<file path="src/rtl/fetch_queue_unit_if.sv">
// Instruction-cache request/response bus of fetch_queue_unit.
// The fetch unit is the master, the cache the slave.
interface fetch_queue_unit_if #(
    parameter int ADDR_WIDTH = 32
);
    logic                  ins_asked;
    logic [ADDR_WIDTH-1:0] ins_addr;
    logic                  ic_rdy;
    logic [31:0]           ins;

    modport master (
        output ins_asked,
        output ins_addr,
        input  ic_rdy,
        input  ins
    );

    modport slave (
        input  ins_asked,
        input  ins_addr,
        output ic_rdy,
        output ins
    );
endinterface

</file>
<file path="src/rtl/fetch_queue_unit.sv">
// Fetch front end: pre-decoding PC sequencer feeding a FIFO drained into the ROB.
// FETCH_STATIC_BTFN_EN: static backward-taken branch prediction, no predictor port.
module fetch_queue_unit #(
    parameter int                    QUEUE_DEPTH = 4,
    parameter int                    ADDR_WIDTH  = 32,
    parameter logic [ADDR_WIDTH-1:0] RESET_PC    = '0
) (
    input  logic                  clk,
    input  logic                  rst,
    input  logic                  rdy,
    fetch_queue_unit_if.master    ic,
    output logic                  ask_predictor,
    output logic [ADDR_WIDTH-1:0] pred_pc,
    input  logic                  predictor_sgn_rdy,
    input  logic                  jump,
    input  logic                  rob_full,
    input  logic                  flush,
    input  logic [ADDR_WIDTH-1:0] flush_pc,
    output logic                  if_ins_launch_flag,
    output logic [31:0]           if_ins,
    output logic [ADDR_WIDTH-1:0] if_ins_pc,
    output logic                  if_ins_pred_taken
);
    localparam int PW = $clog2(QUEUE_DEPTH);
    localparam int CW = PW + 1;
    localparam logic [6:0] OP_JAL  = 7'b1101111;
    localparam logic [6:0] OP_JALR = 7'b1100111;
    localparam logic [6:0] OP_BR   = 7'b1100011;

    typedef enum logic [1:0] {S_REQ, S_WAIT, S_PRED, S_HALT} state_t;

    state_t                state, state_n;
    logic [ADDR_WIDTH-1:0] pc, pc_n;
    logic                  drop_ic, drop_pred;
    logic                  push, push_tk, issue, ask, pop, full;
    logic [31:0]           br_ins, cur_ins;
    logic [ADDR_WIDTH-1:0] jimm, bimm;
    logic                  is_jal, is_jalr, is_br;
    logic                  ins_asked_q, ask_q, launch_q;
    logic [ADDR_WIDTH-1:0] ins_addr_q, pred_pc_q;
    logic [PW-1:0]         head, tail;
    logic [CW-1:0]         count;
    logic [31:0]           q_ins [QUEUE_DEPTH];
    logic [ADDR_WIDTH-1:0] q_pc  [QUEUE_DEPTH];
    logic [QUEUE_DEPTH-1:0] q_tk;

    // A branch waiting on the predictor decodes from its latched word
    assign cur_ins = (state == S_PRED) ? br_ins : ic.ins;
    assign is_jal  = cur_ins[6:0] == OP_JAL;
    assign is_jalr = cur_ins[6:0] == OP_JALR;
    assign is_br   = cur_ins[6:0] == OP_BR;
    assign jimm = {{(ADDR_WIDTH-20){cur_ins[31]}}, cur_ins[19:12],
                   cur_ins[20], cur_ins[30:21], 1'b0};
    assign bimm = {{(ADDR_WIDTH-12){cur_ins[31]}}, cur_ins[7],
                   cur_ins[30:25], cur_ins[11:8], 1'b0};

    assign full = count == CW'(QUEUE_DEPTH);
    assign pop  = (count != '0) && !rob_full && !flush;

    always_comb begin
        state_n = state;
        pc_n    = pc;
        push    = 1'b0;
        push_tk = 1'b0;
        issue   = 1'b0;
        ask     = 1'b0;
        unique case (state)
            S_REQ: begin
                if (!drop_ic && !full) begin
                    issue   = 1'b1;
                    state_n = S_WAIT;
                end
            end
            S_WAIT: begin
                if (ic.ic_rdy && !drop_ic) begin
                    unique case (1'b1)
                        is_jal: begin
                            push    = 1'b1;
                            push_tk = 1'b1;
                            pc_n    = pc + jimm;
                            state_n = S_REQ;
                        end
                        is_br: begin
`ifdef FETCH_STATIC_BTFN_EN
                            push    = 1'b1;
                            push_tk = bimm[ADDR_WIDTH-1];
                            pc_n    = push_tk ? pc + bimm : pc + ADDR_WIDTH'(4);
                            state_n = S_REQ;
`else
                            ask     = 1'b1;
                            state_n = S_PRED;
`endif
                        end
                        is_jalr: begin
                            push    = 1'b1;
                            state_n = S_HALT;
                        end
                        default: begin
                            push    = 1'b1;
                            pc_n    = pc + ADDR_WIDTH'(4);
                            state_n = S_REQ;
                        end
                    endcase
                end
            end
            S_PRED: begin
                if (predictor_sgn_rdy && !drop_pred) begin
                    push    = 1'b1;
                    push_tk = jump;
                    pc_n    = jump ? pc + bimm : pc + ADDR_WIDTH'(4);
                    state_n = S_REQ;
                end
            end
            default: ;
        endcase
        if (flush) begin
            state_n = S_REQ;
            pc_n    = flush_pc;
            push    = 1'b0;
            issue   = 1'b0;
            ask     = 1'b0;
        end
    end

    always_ff @(posedge clk or posedge rst) begin
        if (rst)
            state <= S_REQ;
        else if (rdy)
            state <= state_n;
    end

    always_ff @(posedge clk or posedge rst) begin
        if (rst) begin
            pc                <= RESET_PC;
            drop_ic           <= 1'b0;
            drop_pred         <= 1'b0;
            br_ins            <= '0;
            ins_asked_q       <= 1'b0;
            ins_addr_q        <= RESET_PC;
            ask_q             <= 1'b0;
            pred_pc_q         <= '0;
            launch_q          <= 1'b0;
            if_ins            <= '0;
            if_ins_pc         <= '0;
            if_ins_pred_taken <= 1'b0;
            head              <= '0;
            tail              <= '0;
            count             <= '0;
        end else if (!rdy) begin
            ins_asked_q <= 1'b0;
            ask_q       <= 1'b0;
            launch_q    <= 1'b0;
        end else begin
            pc <= pc_n;
            // A flushed request still owes one response; swallow it
            drop_ic   <= (drop_ic || (flush && state == S_WAIT)) && !ic.ic_rdy;
            drop_pred <= (drop_pred || (flush && state == S_PRED))
                         && !predictor_sgn_rdy;
            ins_asked_q <= issue;
            ask_q       <= ask;
            launch_q    <= pop;
            if (issue)
                ins_addr_q <= pc;
            if (ask) begin
                pred_pc_q <= pc;
                br_ins    <= ic.ins;
            end
            if (pop) begin
                if_ins            <= q_ins[head];
                if_ins_pc         <= q_pc[head];
                if_ins_pred_taken <= q_tk[head];
            end
            if (flush) begin
                head  <= '0;
                tail  <= '0;
                count <= '0;
            end else begin
                if (pop)
                    head <= head + PW'(1);
                if (push)
                    tail <= tail + PW'(1);
                count <= count + CW'(push) - CW'(pop);
            end
        end
    end

    always_ff @(posedge clk) begin
        if (rdy && push) begin
            q_ins[tail] <= cur_ins;
            q_pc[tail]  <= pc;
            q_tk[tail]  <= push_tk;
        end
    end

    assign ic.ins_asked         = ins_asked_q;
    assign ic.ins_addr          = ins_addr_q;
    assign if_ins_launch_flag   = launch_q;
`ifdef FETCH_STATIC_BTFN_EN
    assign ask_predictor = 1'b0;
    assign pred_pc       = '0;
`else
    assign ask_predictor = ask_q;
    assign pred_pc       = pred_pc_q;
`endif
endmodule
</file>
<file path="src/flat_wrapper.sv">
// flat-port wrapper written by rule: the top's interface ports become plain ports
module fetch_queue_unit_flat 
#(
    parameter int                    QUEUE_DEPTH = 4,
    parameter int                    ADDR_WIDTH  = 32,
    parameter logic [ADDR_WIDTH-1:0] RESET_PC    = '0
)
  (clk, rst, rdy, ask_predictor, pred_pc, predictor_sgn_rdy, jump, rob_full, flush, flush_pc, if_ins_launch_flag, if_ins, if_ins_pc, if_ins_pred_taken, ic_ins_asked, ic_ins_addr, ic_ic_rdy, ic_ins);
  fetch_queue_unit_if #(.ADDR_WIDTH(ADDR_WIDTH)) ic_i ();
  input  logic clk;
  input  logic rst;
  input  logic rdy;
  output logic ask_predictor;
  output logic [ADDR_WIDTH-1:0] pred_pc;
  input  logic predictor_sgn_rdy;
  input  logic jump;
  input  logic rob_full;
  input  logic flush;
  input  logic [ADDR_WIDTH-1:0] flush_pc;
  output logic if_ins_launch_flag;
  output logic [31:0] if_ins;
  output logic [ADDR_WIDTH-1:0] if_ins_pc;
  output logic if_ins_pred_taken;
  output wire logic [$bits(ic_i.ins_asked)-1:0] ic_ins_asked;
  output wire logic [$bits(ic_i.ins_addr)-1:0] ic_ins_addr;
  input wire logic [$bits(ic_i.ic_rdy)-1:0] ic_ic_rdy;
  input wire logic [$bits(ic_i.ins)-1:0] ic_ins;
  assign ic_ins_asked = ic_i.ins_asked;
  assign ic_ins_addr = ic_i.ins_addr;
  assign ic_i.ic_rdy = ic_ic_rdy;
  assign ic_i.ins = ic_ins;
  fetch_queue_unit #(.QUEUE_DEPTH(QUEUE_DEPTH), .ADDR_WIDTH(ADDR_WIDTH), .RESET_PC(RESET_PC)) u_core (.clk(clk), .rst(rst), .rdy(rdy), .ic(ic_i), .ask_predictor(ask_predictor), .pred_pc(pred_pc), .predictor_sgn_rdy(predictor_sgn_rdy), .jump(jump), .rob_full(rob_full), .flush(flush), .flush_pc(flush_pc), .if_ins_launch_flag(if_ins_launch_flag), .if_ins(if_ins), .if_ins_pc(if_ins_pc), .if_ins_pred_taken(if_ins_pred_taken));
endmodule
</file>
<file path="config.mk">
export PLATFORM = sky130hd
export DESIGN_NAME = fetch_queue_unit_flat
export DESIGN_NICKNAME = d
export VERILOG_FILES = /design/src/rtl/fetch_queue_unit_if.sv /design/src/rtl/fetch_queue_unit.sv /design/src/flat_wrapper.sv
export SDC_FILE = /design/constraint.sdc
export NUM_CORES = 1
export LEC_CHECK = 0
export BUFFER_PORTS_ARGS = -buffer_cell sky130_fd_sc_hd__buf_2
export CORE_ASPECT_RATIO = 1.1
export CORE_MARGIN = 2
export CORE_UTILIZATION = 58
export DETAILED_ROUTE_END_ITERATION = 16
export GPL_ROUTABILITY_DRIVEN = 0
export PLACE_DENSITY = 0.75
export SYNTH_ARGS = -nofsm -noshare
export SYNTH_HDL_FRONTEND = slang
export SYNTH_SLANG_ARGS = --single-unit
</file>
<file path="constraint.sdc">
create_clock -name clk -period 11.8 [get_ports clk]
set_clock_uncertainty 0.15 [all_clocks]
set_input_delay 1.77 -clock clk [delete_from_list [all_inputs] [get_ports clk]]
set_output_delay 1.77 -clock clk [all_outputs]
set_load 0.03 [all_outputs]
</file>
== Yosys cells after proc, flatten, opt, wreduce, memory -nomap -nowiden ==
Memories as Yosys holds them, arrays and structs flattened. A register that Yosys moved wholly into a read port is not among the register bits.
Cells that the tools add are included.

* Bits in registers: 147
* RAM bits: 256
* Bits of input ports: 72
* Output and inout port bits: 132
* Word-level logic and storage cells: 115
* Memories kept: 2

* Add/sub/neg operators: 7
* $lt $le $gt $ge: 3
* Equality and inequality tests: 10
* Muxes and demuxes: 44
* Reductions and logical operators: 34

{| class="wikitable"
|+ Memories
! name !! words !! bits a word !! rd ports !! clocked after Yosys merged registers in !! wr ports !! line !! RTL
|-
| u_core.q_ins || 4 || 32 || 1 || 1 || 1 || fetch_queue_unit.sv:43 || <nowiki>logic [31:0] q_ins [QUEUE_DEPTH];</nowiki>
|-
| u_core.q_pc || 4 || 32 || 1 || 1 || 1 || fetch_queue_unit.sv:44 || <nowiki>logic [ADDR_WIDTH-1:0] q_pc [QUEUE_DEPTH];</nowiki>
|}

{| class="wikitable"
|+ Operators by type and width
! cell !! number
|-
| $mux 32 || 5
|-
| $pmux 32 s2 || 2
|-
| $add 32x32->32 || 2
|-
| $add 32x3->32 const B || 1
|-
| $eq 7x7->1 const B || 3
|-
| $mux 1 || 21
|-
| $mux 2 || 8
|-
| $logic_and 1x1->1 || 11
|-
| $reduce_and 2->1 || 5
|-
| $reduce_and 5->1 || 2
|-
| $logic_not 1->1 || 7
|-
| $lt 2x3->1 const B || 2
|-
| $ne 3x2->1 const B || 2
|-
| $ne 3x3->1 const B || 2
|-
| $pmux 2 s3 || 1
|-
| $reduce_bool 3->1 || 2
|-
| $add 2x1->2 const B || 2
|-
| $bwmux 4 || 1
|-
| $pmux 1 s2 || 2
|-
| $pmux 2 s2 || 1
|-
| $reduce_bool 2->1 || 2
|-
| $reduce_bool 4->1 || 1
|-
| $add 3x1->3 || 1
|-
| $eq 3x3->1 const B || 1
|-
| other kinds (10) || 11
|}

== Depth between registers and ports, before layout ==
* Word-level depth: 10
* Gate-level depth with buffers: 20
* Mapped depth without buffers: 19

== Worst setup path after synthesis ==
OpenSTA, ideal clock, no wires.

* Path kind: input port to flip-flop
* Start: input ic_ins[31]
* End: register u_core.pc[31]
* Library setup time: 121 ps
* Data arrival time: 4,710 ps
* Required time: 11,529 ps
* Setup slack: 6,819 ps
* Cell stages on the path: 14
* Buffers on the path: 1
* Cell sequence: mux2i_1 -> inv_1 -> ha_1 -> buf_2 -> a21oi_1 -> o211a_1 -> a221oi_1 -> o21ai_2 -> a21oi_4 -> a31oi_2 -> o21ai_1 -> o311ai_1 -> o31a_1 -> o22a_1

* Cells in the longest elaborated chain, start to end: 6

{| class="wikitable"
|+ Ends and longest elaborated chain
! element !! line !! RTL
|-
| start, declared || flat_wrapper.sv:27 || <nowiki>input wire logic [$bits(ic_i.ins)-1:0] ic_ins;</nowiki>
|-
| $mux 32 * || fetch_queue_unit.sv:48 || <nowiki>assign cur_ins = (state == S_PRED) ? br_ins : ic.ins;</nowiki>
|-
| named net u_core.cur_ins[31] || fetch_queue_unit.sv:36 || <nowiki>logic [31:0] br_ins, cur_ins;</nowiki>
|-
| $add 32x32->32 (on tied branches) || fetch_queue_unit.sv:80, fetch_queue_unit.sv:110 ||
|-
| $pmux 32 s2 or $mux 32 (tied branches) || fetch_queue_unit.sv:76, fetch_queue_unit.sv:110 ||
|-
| $mux 32 (on tied branches) || fetch_queue_unit.sv:75, fetch_queue_unit.sv:107 ||
|-
| $pmux 32 s2 * || fetch_queue_unit.sv:67 || <nowiki>unique case (state)</nowiki>
|-
| $mux 32 * || fetch_queue_unit.sv:116 || <nowiki>if (flush) begin</nowiki>
|-
| end signal, assigned || fetch_queue_unit.sv:154 || <nowiki>pc <= pc_n;</nowiki>
|-
| end, declared || fetch_queue_unit.sv:33 || <nowiki>logic [ADDR_WIDTH-1:0] pc, pc_n;</nowiki>
|}

The timed path passes the listed nets; every way through them passes the cells marked *. The select of a mux whose other input is x is not followed.
A chain may end at the register's enable or synchronous reset.

== Worst setup path in the final report ==
* Start: register u_core.state[0]
* End: register u_core.pc[31]

{| class="wikitable"
|+ RTL lines
! element !! line !! RTL
|-
| start, declared || fetch_queue_unit.sv:32 || <nowiki>state_t state, state_n;</nowiki>
|-
| start signal, assigned || fetch_queue_unit.sv:129 || <nowiki>state <= state_n;</nowiki>
|-
| $eq 2x2->1 || fetch_queue_unit.sv:48 ||
|-
| $mux 32 || fetch_queue_unit.sv:48 ||
|-
| named net u_core.cur_ins[21] || fetch_queue_unit.sv:36 ||
|-
| $add 32x32->32 || fetch_queue_unit.sv:80 || <nowiki>pc_n = pc + jimm;</nowiki>
|-
| $pmux 32 s2 || fetch_queue_unit.sv:76 || <nowiki>unique case (1'b1)</nowiki>
|-
| $mux 32 || fetch_queue_unit.sv:75 || <nowiki>if (ic.ic_rdy && !drop_ic) begin</nowiki>
|-
| $pmux 32 s2 || fetch_queue_unit.sv:67 ||
|-
| $mux 32 || fetch_queue_unit.sv:116 ||
|}

The timed path passes the listed nets, and every way through them passes these cells. The select of a mux whose other input is x is not followed.

==> reports/results.txt <==
Worst Path Class, Setup - register to register
Synth-to-Final Area Change - 13.0%
crit path buf inv count - 2
Initial Util - 59.1%
register clock-pin slew on the reported worst setup and hold paths - 60 ps
synth cell count leaders - nand2_1 (287), edfxtp_1 (260), dfrtp_1 (207)
dominant synthesized flop cell - edfxtp_1
antenna viol nets, final - 0
wire per inst - 23.5 µm
core box area - 37,200 µm²
die area - 39,500 µm²
Synth Area per Inst - 13.0 µm²
post_cts resized - 0
type of origin of the critical path - register
CTS hold repair buffers - 0
hpwl dp - 36,500 µm
Arr. time, crit path - 5760 ps
gr usage total - 28.8%
Post-route DRC - 0
CTS sink count - 467
IO Count - 204
cells along the critical path - inv_1, ha_2, buf_4, mux2_2, ha_1, fa_1, a211oi_2, o21ai_2, a211oi_2, o31ai_2, a21o_1, a41oi_2, nor3_1, o31a_1, o31a_1, o22a_1
RSZ-0062 raised after global routing - no
max-slew violations - 0
worst hold path type - register to register
vias in the first global route - 15,200
# fillers - 2,728
Vias/cell - 6.21
vias after detailed routing - 14,900
global route total overflow - 0
largest net degree at the start of global routing - 88
Finished Cell Area - 24,800 µm²
router iterations before antenna repair - 6
Yosys warning total - 0
ratio of cells with drive above 1 in the final layout - 27.5%
Synth Instances - 1,688
LEAKAGE - 10.0 nW
Worst setup EP type - register
max_cap viols - 0
Final TNS setup - 0 ps
Worst-Margin Slew - 1110 ps
CTS tree - yes
CP max stage cell - ha_2
most numerous cell in the Yosys netlist - nand2_1
CTS Buf Count - 46
outcome - complete, no violations
share of the synthesized area in the top cell type - 35.5%
post-synth net total - 1,822
clk_lat worst skew - 550 ps
Max-Slew Margin vs Limit - 25.6%
period utilization - 46.3%
Mapped Area - 22,000 µm²
cell taking the most area after synthesis - edfxtp_1
drt total wl - 56,200 µm
die width - 190 µm
IO buf count - 203
Crit Path Max Fanout - 38
count of final hold-check violations - 0
Post-synth EDFFs - 260
Post-CTS Setup Bufs - 0
CP required - 12,090 ps
post-layout minimum cycle time - 5470 ps
worst reg-to-reg setup slack - 6330 ps
# H-tree levels - 2
fmax - 183 MHz
Die Ht - 208 µm
Power Dens Cells - 241 nW/µm²
Max IR drop VDD - 0.000143 V
synth top area cells - edfxtp_1 (36%), dfrtp_1 (24%), mux4_2 (6.7%), mux2_2 (6.6%), nand2_1 (4.9%)
sequential share of the synthesized area - 59.1%
CTS max path bufs - 3
row count - 74
FFs w/ async S/R, synth - 44.3%
Max stage delay on crit path - 580 ps
Final setup viols - 0
Yosys cell types - 86
final layout net count - 2,000
DR iter-0 viols - 1,485
Top Family by Delay on Critical Path - compound AO/OA/AOI/OAI gates
Post-DP Area - 23,400 µm²
clk root buf - clkbuf_16
initial antenna violation count - 0
diode count - 0
Synth Register Bits - 467
first-pass GRT wire length - 87,100 µm
-- registers in the layout, summed over array words and instances (netlist names) --
register                   count
u_core.ic.ins_addr            32
u_core.if_ins                 32
u_core.q_pc                  128
u_core.q_tk                    4
u_core.head                    2
u_core.ask_predictor           1
u_core.pc                     32
u_core.if_ins_launch_flag      1
u_core.tail                    2
u_core.br_ins                 32
u_core.q_ins                 128
u_core.if_ins_pc              32
u_core.count                   3
u_core.drop_ic                 1
u_core.if_ins_pred_taken       1
u_core.state                   2
u_core.drop_pred               1
u_core.ic.ins_asked            1
u_core.pred_pc                32
-- cell families (layout without fill, tap and decap cells) --
group           Yosys count  after routing  share of synthesized area, %
simple gates            471            471                          9.52
flops                   467            467                          59.1
compound gates          288            288                          8.96
mux                     203            203                          13.7
buf+inv                 128            343                          2.40
xor+xnor                 69             69                          2.75
fa+ha+maj                62             62                          3.63
-- per-stage QoR --
stage	total power [W]	worst slack (ps)	hold slack, ps	util (%)	std cells
floorplan	0.00395	4230	290	-	1688
global placement	0.00453	6280	301	62.9	2312
detailed placement	0.00459	6140	308	62.9	2312
CTS	0.00599	6400	323	66.8	2397
global route	0.00627	6200	342	66.8	2397
finish	0.00598	6330	320	66.8	2397
-- final timing paths --
check | cells after the start | startpoint | end
hold / removal | 2 | u_core.pred_pc[0]$_DFFE_PP0P_ | u_core.pred_pc[0]$_DFFE_PP0P_
min in group asynchronous | 2 | rst | u_core.if_ins[0]$_DFFE_PP0P_
setup reg to reg | 16 | u_core.state[0]$_DFFE_PP0P_ | u_core.pc[31]$_DFFE_PP0P_
max in group asynchronous | 4 | rst | u_core.head[0]$_DFFE_PP0P_
setup / recovery | 16 | u_core.state[0]$_DFFE_PP0P_ | u_core.pc[31]$_DFFE_PP0P_
hold reg to reg | 2 | u_core.pred_pc[0]$_DFFE_PP0P_ | u_core.pred_pc[0]$_DFFE_PP0P_
-- final cells by class --
class / count / area, µm² / share of cell area, %
sequential: 467 / 13000 / 52.3
multi-input combinational: 1093 / 8500 / 34.2
clock buffer: 75 / 1370 / 5.52
timing repair buffer: 223 / 1170 / 4.69
tap: 494 / 618 / 2.49
inverter: 35 / 139 / 0.559
clock inverter: 10 / 61.3 / 0.247
-- worst reg2reg max path, cell delays in order (launching register included) --
cell and delay, ps:
dfrtp_1 390, inv_1 90, ha_2 580, buf_4 560, mux2_2 490, ha_1 230, fa_1 450, a211oi_2 330
o21ai_2 130, a211oi_2 360, o31ai_2 130, a21o_1 260, a41oi_2 340, nor3_1 120, o31a_1 290, o31a_1 260
o22a_1 190
-- metal layers --
metal / vias to the layer above / GRT usage [%] / share of wire, %
met3: 179 / 5.40 / 8.1
li1: 6596 / - / -
met2: 747 / 47.1 / 48
met5: - / 0 / 0
met4: 0 / 13.0 / 4.7
met1: 7356 / 37.8 / 39
-- cell usage in the layout (no fill, tap or decap), types with 9 or more instances in the layout --
cell,n
a21o_1,15
a211oi_1,20
xnor2_1,39
mux2_2,128
a221oi_1,12
a31oi_1,12
nand3_1,21
inv_1,33
a21oi_1,68
dfrtp_1,205
buf_2,203
ha_1,58
mux2i_1,9
nand2_1,287
nor2_1,65
mux4_2,65
edfxtp_1,260
nor3_1,19
nand4_1,18
buf_4,20
clkbuf_16,47
clkbuf_1,19
o21ai_0,60
o21a_1,10
xor2_1,30
clkbuf_8,9
-- report_power, final --
part	switching (W)	total (W)	leakage [nW]	internal [W]
combinational	0.00127	0.00215	4.35	0.000884
clock	0.000602	0.00140	0.700	0.000795
sequential	0.000406	0.00244	4.99	0.00203
No activity file was read; power rests on OpenSTA's default activity.
